`src/rtl/uart_pkg.sv`:
```
// Shared UART definitions: frame width, default line timing, FSM states and
// the clocks-per-bit helper used by both the receiver and the transmitter.
package uart_pkg;

  localparam int DATA_BITS     = 8;
  localparam int DEF_CLK_FREQ  = 27000000;
  localparam int DEF_BAUD_RATE = 9600;

  typedef enum logic [2:0] {
    IDLE,
    START,
    DATA,
    PARITY,
    STOP,
    WAIT_HIGH
  } state_t;

  function automatic int bit_cycles(input int clk_freq, input int baud_rate);
    return clk_freq / baud_rate;
  endfunction

endpackage

```
`src/rtl/uart_sync2.sv`:
```
// Two-flop synchroniser for a single asynchronous bit; RST_VAL sets the
// value both flops take in reset (idle level of the line being sampled).
module uart_sync2 #(
  parameter logic RST_VAL = 1'b1
) (
  input  logic clk,
  input  logic rst,
  input  logic d,
  output logic q
);

  logic meta_reg;

  always_ff @(posedge clk) begin
    if (rst) begin
      meta_reg <= RST_VAL;
      q        <= RST_VAL;
    end else begin
      meta_reg <= d;
      q        <= meta_reg;
    end
  end

endmodule

```
`src/rtl/uart_rx.sv`:
```
// 8N1 UART receiver with mid-bit sampling, valid/ready output and framing /
// overrun pulses. Define UART_RX_PARITY_EN to add a parity bit and parity_err.
module uart_rx
  import uart_pkg::*;
#(
  parameter int CLK_FREQ    = DEF_CLK_FREQ,
  parameter int BAUD_RATE   = DEF_BAUD_RATE,
`ifdef UART_RX_PARITY_EN
  parameter bit PARITY_ODD  = 1'b0,
`endif
  parameter int BIT_CYCLES  = bit_cycles(CLK_FREQ, BAUD_RATE),
  parameter int HALF_CYCLES = BIT_CYCLES / 2
) (
  input  logic       clk,
  input  logic       rst,
  input  logic       rx,
  output logic [7:0] rx_data,
  output logic       rx_valid,
  input  logic       rx_ready,
  output logic       frame_err,
  output logic       overrun,
`ifdef UART_RX_PARITY_EN
  output logic       parity_err,
`endif
  output logic       busy
);

  localparam int CNT_W = $clog2(BIT_CYCLES);
  localparam int IDX_W = $clog2(DATA_BITS);
  localparam logic [CNT_W-1:0] HALF_LAST = CNT_W'(HALF_CYCLES - 1);
  localparam logic [CNT_W-1:0] BIT_LAST  = CNT_W'(BIT_CYCLES - 1);
  localparam logic [IDX_W-1:0] IDX_LAST  = IDX_W'(DATA_BITS - 1);

  state_t                 state_reg;
  logic [CNT_W-1:0]       baud_cnt_reg;
  logic [IDX_W-1:0]       bit_idx_reg;
  logic [DATA_BITS-1:0]   shift_reg;
  logic                   rx_sync;
  logic                   rx_prev_reg;
  logic                   drop_byte;

  uart_sync2 #(.RST_VAL(1'b1)) u_sync (
    .clk (clk),
    .rst (rst),
    .d   (rx),
    .q   (rx_sync)
  );

`ifdef UART_RX_PARITY_EN
  logic par_bad_reg;
  assign drop_byte = par_bad_reg;
`else
  assign drop_byte = 1'b0;
`endif

  assign busy = (state_reg != IDLE);

  always_ff @(posedge clk) begin
    if (rst) begin
      state_reg    <= IDLE;
      baud_cnt_reg <= '0;
      bit_idx_reg  <= '0;
      shift_reg    <= '0;
      rx_prev_reg  <= 1'b1;
      rx_data      <= '0;
      rx_valid     <= 1'b0;
      frame_err    <= 1'b0;
      overrun      <= 1'b0;
`ifdef UART_RX_PARITY_EN
      par_bad_reg  <= 1'b0;
      parity_err   <= 1'b0;
`endif
    end else begin
      rx_prev_reg <= rx_sync;
      frame_err   <= 1'b0;
      overrun     <= 1'b0;
`ifdef UART_RX_PARITY_EN
      parity_err  <= 1'b0;
`endif
      if (rx_valid && rx_ready)
        rx_valid <= 1'b0;

      case (state_reg)
        IDLE: begin
          baud_cnt_reg <= '0;
          if (rx_prev_reg && !rx_sync)
            state_reg <= START;
        end

        // Re-check the line at mid start bit to reject short glitches.
        START: begin
          if (baud_cnt_reg == HALF_LAST) begin
            baud_cnt_reg <= '0;
            bit_idx_reg  <= '0;
            state_reg    <= rx_sync ? IDLE : DATA;
          end else begin
            baud_cnt_reg <= baud_cnt_reg + 1'b1;
          end
        end

        DATA: begin
          if (baud_cnt_reg == BIT_LAST) begin
            baud_cnt_reg           <= '0;
            shift_reg[bit_idx_reg] <= rx_sync;
            if (bit_idx_reg == IDX_LAST) begin
`ifdef UART_RX_PARITY_EN
              state_reg <= PARITY;
`else
              state_reg <= STOP;
`endif
            end else begin
              bit_idx_reg <= bit_idx_reg + 1'b1;
            end
          end else begin
            baud_cnt_reg <= baud_cnt_reg + 1'b1;
          end
        end

`ifdef UART_RX_PARITY_EN
        PARITY: begin
          if (baud_cnt_reg == BIT_LAST) begin
            baud_cnt_reg <= '0;
            par_bad_reg  <= ((^shift_reg) ^ rx_sync) != PARITY_ODD;
            parity_err   <= ((^shift_reg) ^ rx_sync) != PARITY_ODD;
            state_reg    <= STOP;
          end else begin
            baud_cnt_reg <= baud_cnt_reg + 1'b1;
          end
        end
`endif

        // A completing byte overwrites any unaccepted one; same-cycle accept is not an overrun.
        STOP: begin
          if (baud_cnt_reg == BIT_LAST) begin
            baud_cnt_reg <= '0;
            if (rx_sync) begin
              state_reg <= IDLE;
              if (!drop_byte) begin
                rx_data  <= shift_reg;
                rx_valid <= 1'b1;
                overrun  <= rx_valid && !rx_ready;
              end
            end else begin
              frame_err <= 1'b1;
              state_reg <= WAIT_HIGH;
            end
          end else begin
            baud_cnt_reg <= baud_cnt_reg + 1'b1;
          end
        end

        WAIT_HIGH: begin
          baud_cnt_reg <= '0;
          if (rx_sync)
            state_reg <= IDLE;
        end

        default: state_reg <= IDLE;
      endcase
    end
  end

endmodule

```
`config.mk`:
```
export PLATFORM = sky130hd
export DESIGN_NAME = uart_rx
export DESIGN_NICKNAME = d
export VERILOG_FILES = /design/src/rtl/uart_pkg.sv /design/src/rtl/uart_sync2.sv /design/src/rtl/uart_rx.sv
export SDC_FILE = /design/constraint.sdc
export NUM_CORES = 1
export LEC_CHECK = 0
export BUFFER_PORTS_ARGS = -buffer_cell sky130_fd_sc_hd__buf_2
export CAP_MARGIN = 20
export CORE_UTILIZATION = 48
export CTS_CLUSTER_DIAMETER = 40
export DETAILED_ROUTE_END_ITERATION = 16
export PLACE_DENSITY = 0.67
export SLEW_MARGIN = 10
export SYNTH_ARGS = -nofsm -noshare
export SYNTH_HDL_FRONTEND = slang
export SYNTH_SLANG_ARGS = --single-unit
```
`constraint.sdc`:
```
create_clock -name clk -period 3.2 [get_ports clk]
set_input_delay 0.16 -clock clk [delete_from_list [all_inputs] [get_ports clk]]
set_output_delay 0.16 -clock clk [all_outputs]
set_load 0.03 [all_outputs]
```
==> impl_metrics.csv <==
group,metric,value,unit
worst_setup_path,cp-start-kind,"flop",
drt,vias,1470,
power_and_ir_drop,power.density,439,nW/um2
cells_and_area,drive_gt1_share,13.6,%
global_route,antenna_found_initial,0,
worst_setup_path,slowest_delay,0.77,ns
clocking,cts_max_level,2,
power_and_ir_drop,p_leak,0.846,nW
floorplanning,initial_core_util,50.7,%
cells_and_area,fin_cells,261,
floorplanning,rows,22,
power_and_ir_drop,peakVddDrop,0.290,mV
cells_and_area,fill_cells,360,
clocking,cts_buffers,5,
clocking,cts_resized,0,
global_route,grt_pass1_wl,6320,um
worst_setup_path,path_delay_family,"compound AO/OA/AOI/OAI gates",
cells_and_area,fin_nets,221,
worst_setup_path,crit_fanout,12,
drt,drt-initial-drc-count,65,
global_route,grt_max_degree,35,
placed_design,dp_hpwl,2430,um
sta,fin_skew,0.00331,ns
global_route,grt_use_total,19.8,%
drt,ant_nets,0,
power_and_ir_drop,p_total,0.896,mW
clocking,cts_setup_buffers,0,
power_and_ir_drop,p_switching,0.217,mW
floorplanning,coreArea,3690,um2
placed_design,dpl_cell_area,1960,um2
clocking,cts.path.max_buffers,2,
worst_setup_path,required,3.34,ns
clocking,insertion_delay,0.29,ns
synthesis,synth_area,1870,um2
sta,relSlewSlack,39.7,%
floorplanning,dieWidth,64.4,um
cells_and_area,largest_register_ffs,12,
run,cap_violations,0,
floorplanning,die_h,64.4,um
global_route,overflow,0,
synthesis,yosysSeqAreaShare,42.8,%
drt,wirelength,3520,um
power_and_ir_drop,pwr-share-comb,7.3,%
sta,min_period,2.24,ns
drt,drt_pass1_iterations,4,
sta,finalSetupTns,0,ns
synthesis,synthArstFlopShare,0,%
floorplanning,ios,16,
synthesis,syn_avg_cell_area,9.30,um2
power_and_ir_drop,switching_share,24.2,%
worst_setup_path,arrival,2.38,ns
sta,finalCritPeriodShare,69.9,%
synthesis,synth_ff_type,"dfxtp_1",
power_and_ir_drop,seqPwrFrac,57.9,%
placed_design,numPortBuffers,15,
sta,rsz0062_at_grt,"no",
sta,setup_viol,0,
worst_setup_path,path_cells,"ha_1, and4b_1, nand3_1, o211ai_1, nor2_1",
run_status,outcome,"complete, no violations",
min_path,hold_path_class,"in -> reg",
clocking,clockRootBuffer,"clkbuf_8",
synthesis,ys_warn_count,0,
floorplanning,dieArea,4150,um2
drt,vias_per_cell,5.63,
synthesis,synth_enable_flop_cells,0,
placed_design,gp_congestion,0.870,
sta,fmaxAchievable,0.447,GHz
placed_design,place_inst,254,
worst_setup_path,critPathSlowestCell,"o211ai_1",
clocking,hold_buffers,0,
synthesis,synth_cell_types,42,
sta,slew_viol_final,0,
worst_setup_path,end_kind,"flop",
sta,tightest_slew,0.900,ns
drt,wl_per_cell,13.5,um
clocking,cts_tree,"done",
power_and_ir_drop,clkPwrFrac,34.9,%
synthesis,synth_seq_cells,40,
global_route,first_global_vias,1387,
cells_and_area,fin_util,55.3,%
cells_and_area,area_delta_synth_final,9.10,%
sta,hold_violations,0,
drt,drc,0,
power_and_ir_drop,p_int,0.679,mW
worst_setup_path,path_class,"reg -> reg",
cells_and_area,finish.instance_area,2040,um2
synthesis,syn_inst,201,
cells_and_area,diodes,0,
clocking,cts.sinks,40,
worst_setup_path,path_buf_inv,0,
clocking,clk_pin_slew,0.07,ns
synthesis,mappedNetlistNets,209,
Yosys cell counts (all sizes together), types with 6 or more instances:
library cell	number	area, um2
dfxtp	40	801
nor2	23	86.3
mux2i	15	150
nand2b	12	75.1
a21oi	8	40.0
nand4	8	50.1
nand2	7	26.3
xor2	7	61.3
buf	6	30.0
nand3	6	30.0
o21ai	6	30.0
cell families (layout without fill, tap and decap cells):
family / after synthesis / after routing / synth area share (%)
simple gates: 87 / 87 / 27.9
flops: 40 / 40 / 42.8
compound gates: 29 / 29 / 10.2
buf+inv: 16 / 28 / 3.68
mux: 15 / 15 / 8.03
xor+xnor: 10 / 10 / 4.69
fa+ha+maj: 4 / 4 / 2.68
final timing paths:
| check | startpoint | endpoint | slack (ns) | cells after the start |
|---|---|---|---|---|
| max | baud_cnt_reg[0]$_SDFFE_PP0P_ | baud_cnt_reg[0]$_SDFFE_PP0P_ | 0.96 | 5 |
| min reg2reg | u_sync.meta_reg$_SDFF_PP1_ | u_sync.q$_SDFF_PP1_ | 0.42 | 1 |
| max reg2reg | baud_cnt_reg[0]$_SDFFE_PP0P_ | baud_cnt_reg[0]$_SDFFE_PP0P_ | 0.96 | 5 |
| min | rx | u_sync.meta_reg$_SDFF_PP1_ | 0.05 | 2 |
area by class of cell:
cell class	count	area, um2	share of cell area, %
repair buffers	16	82.6	4.05
clock buffers	6	72.6	3.56
clock inverters	1	5.00	0.245
multi-input cells	145	1000	49.0
flip-flops and latches	40	801	39.3
well taps	48	60.1	2.94
inverters	5	18.8	0.920
per-stage QoR:
| stage | hold WS, ns | setup slack [ns] |
|---|---|---|
| final | 0.0523 | 0.965 |
| after global routing | 0.0473 | 0.794 |
| after CTS | 0.0506 | 0.951 |
| after detailed placement | 0.352 | 0.953 |
| after global placement | 0.350 | 1.12 |
| after floorplan | 0.264 | 1.51 |
metal layers:
layer  wire length, um  global-route usage, %
met5                 0                      0
met3               139                   5.00
met2              1570                   28.8
met4                55                   10.6
met1              1760                   26.7
layout by cell type, fill, tap and decap left out, types with 2 or more instances in the layout:
cell type   n
o31ai_1     2
mux2i_1    15
nand2_1     7
nand2b_1   12
o21ai_0     6
clkbuf_8    5
dfxtp_1    40
a211oi_1    2
ha_1        4
a21oi_1     8
nor2_1     23
and4_1      2
buf_2      15
nor3b_1     2
or3_1       2
nor4bb_1    3
or4_1       3
inv_1       5
xnor2_1     3
nand4_1     8
xor2_1      7
nand3_1     6
and3_1      3
o32ai_1     3
or2_2       5
nor3_1      2
and4b_1     3
worst register-to-register path, cell delays in order, from the launching register on:
cell      delay (ns)
dfxtp_1         0.40
ha_1            0.25
and4b_1         0.36
nand3_1         0.17
o211ai_1        0.77
nor2_1          0.13
power groups by stage:
stage	Combinational (mW)	Sequential [mW]	Clock, mW
after floorplan	0.0607	0.520	0
after global placement	0.0631	0.528	0
after detailed placement	0.0650	0.529	0
after CTS	0.0653	0.518	0.320
after global routing	0.0723	0.519	0.341
final	0.0650	0.518	0.312
No activity file was read; power rests on OpenSTA's default activity.
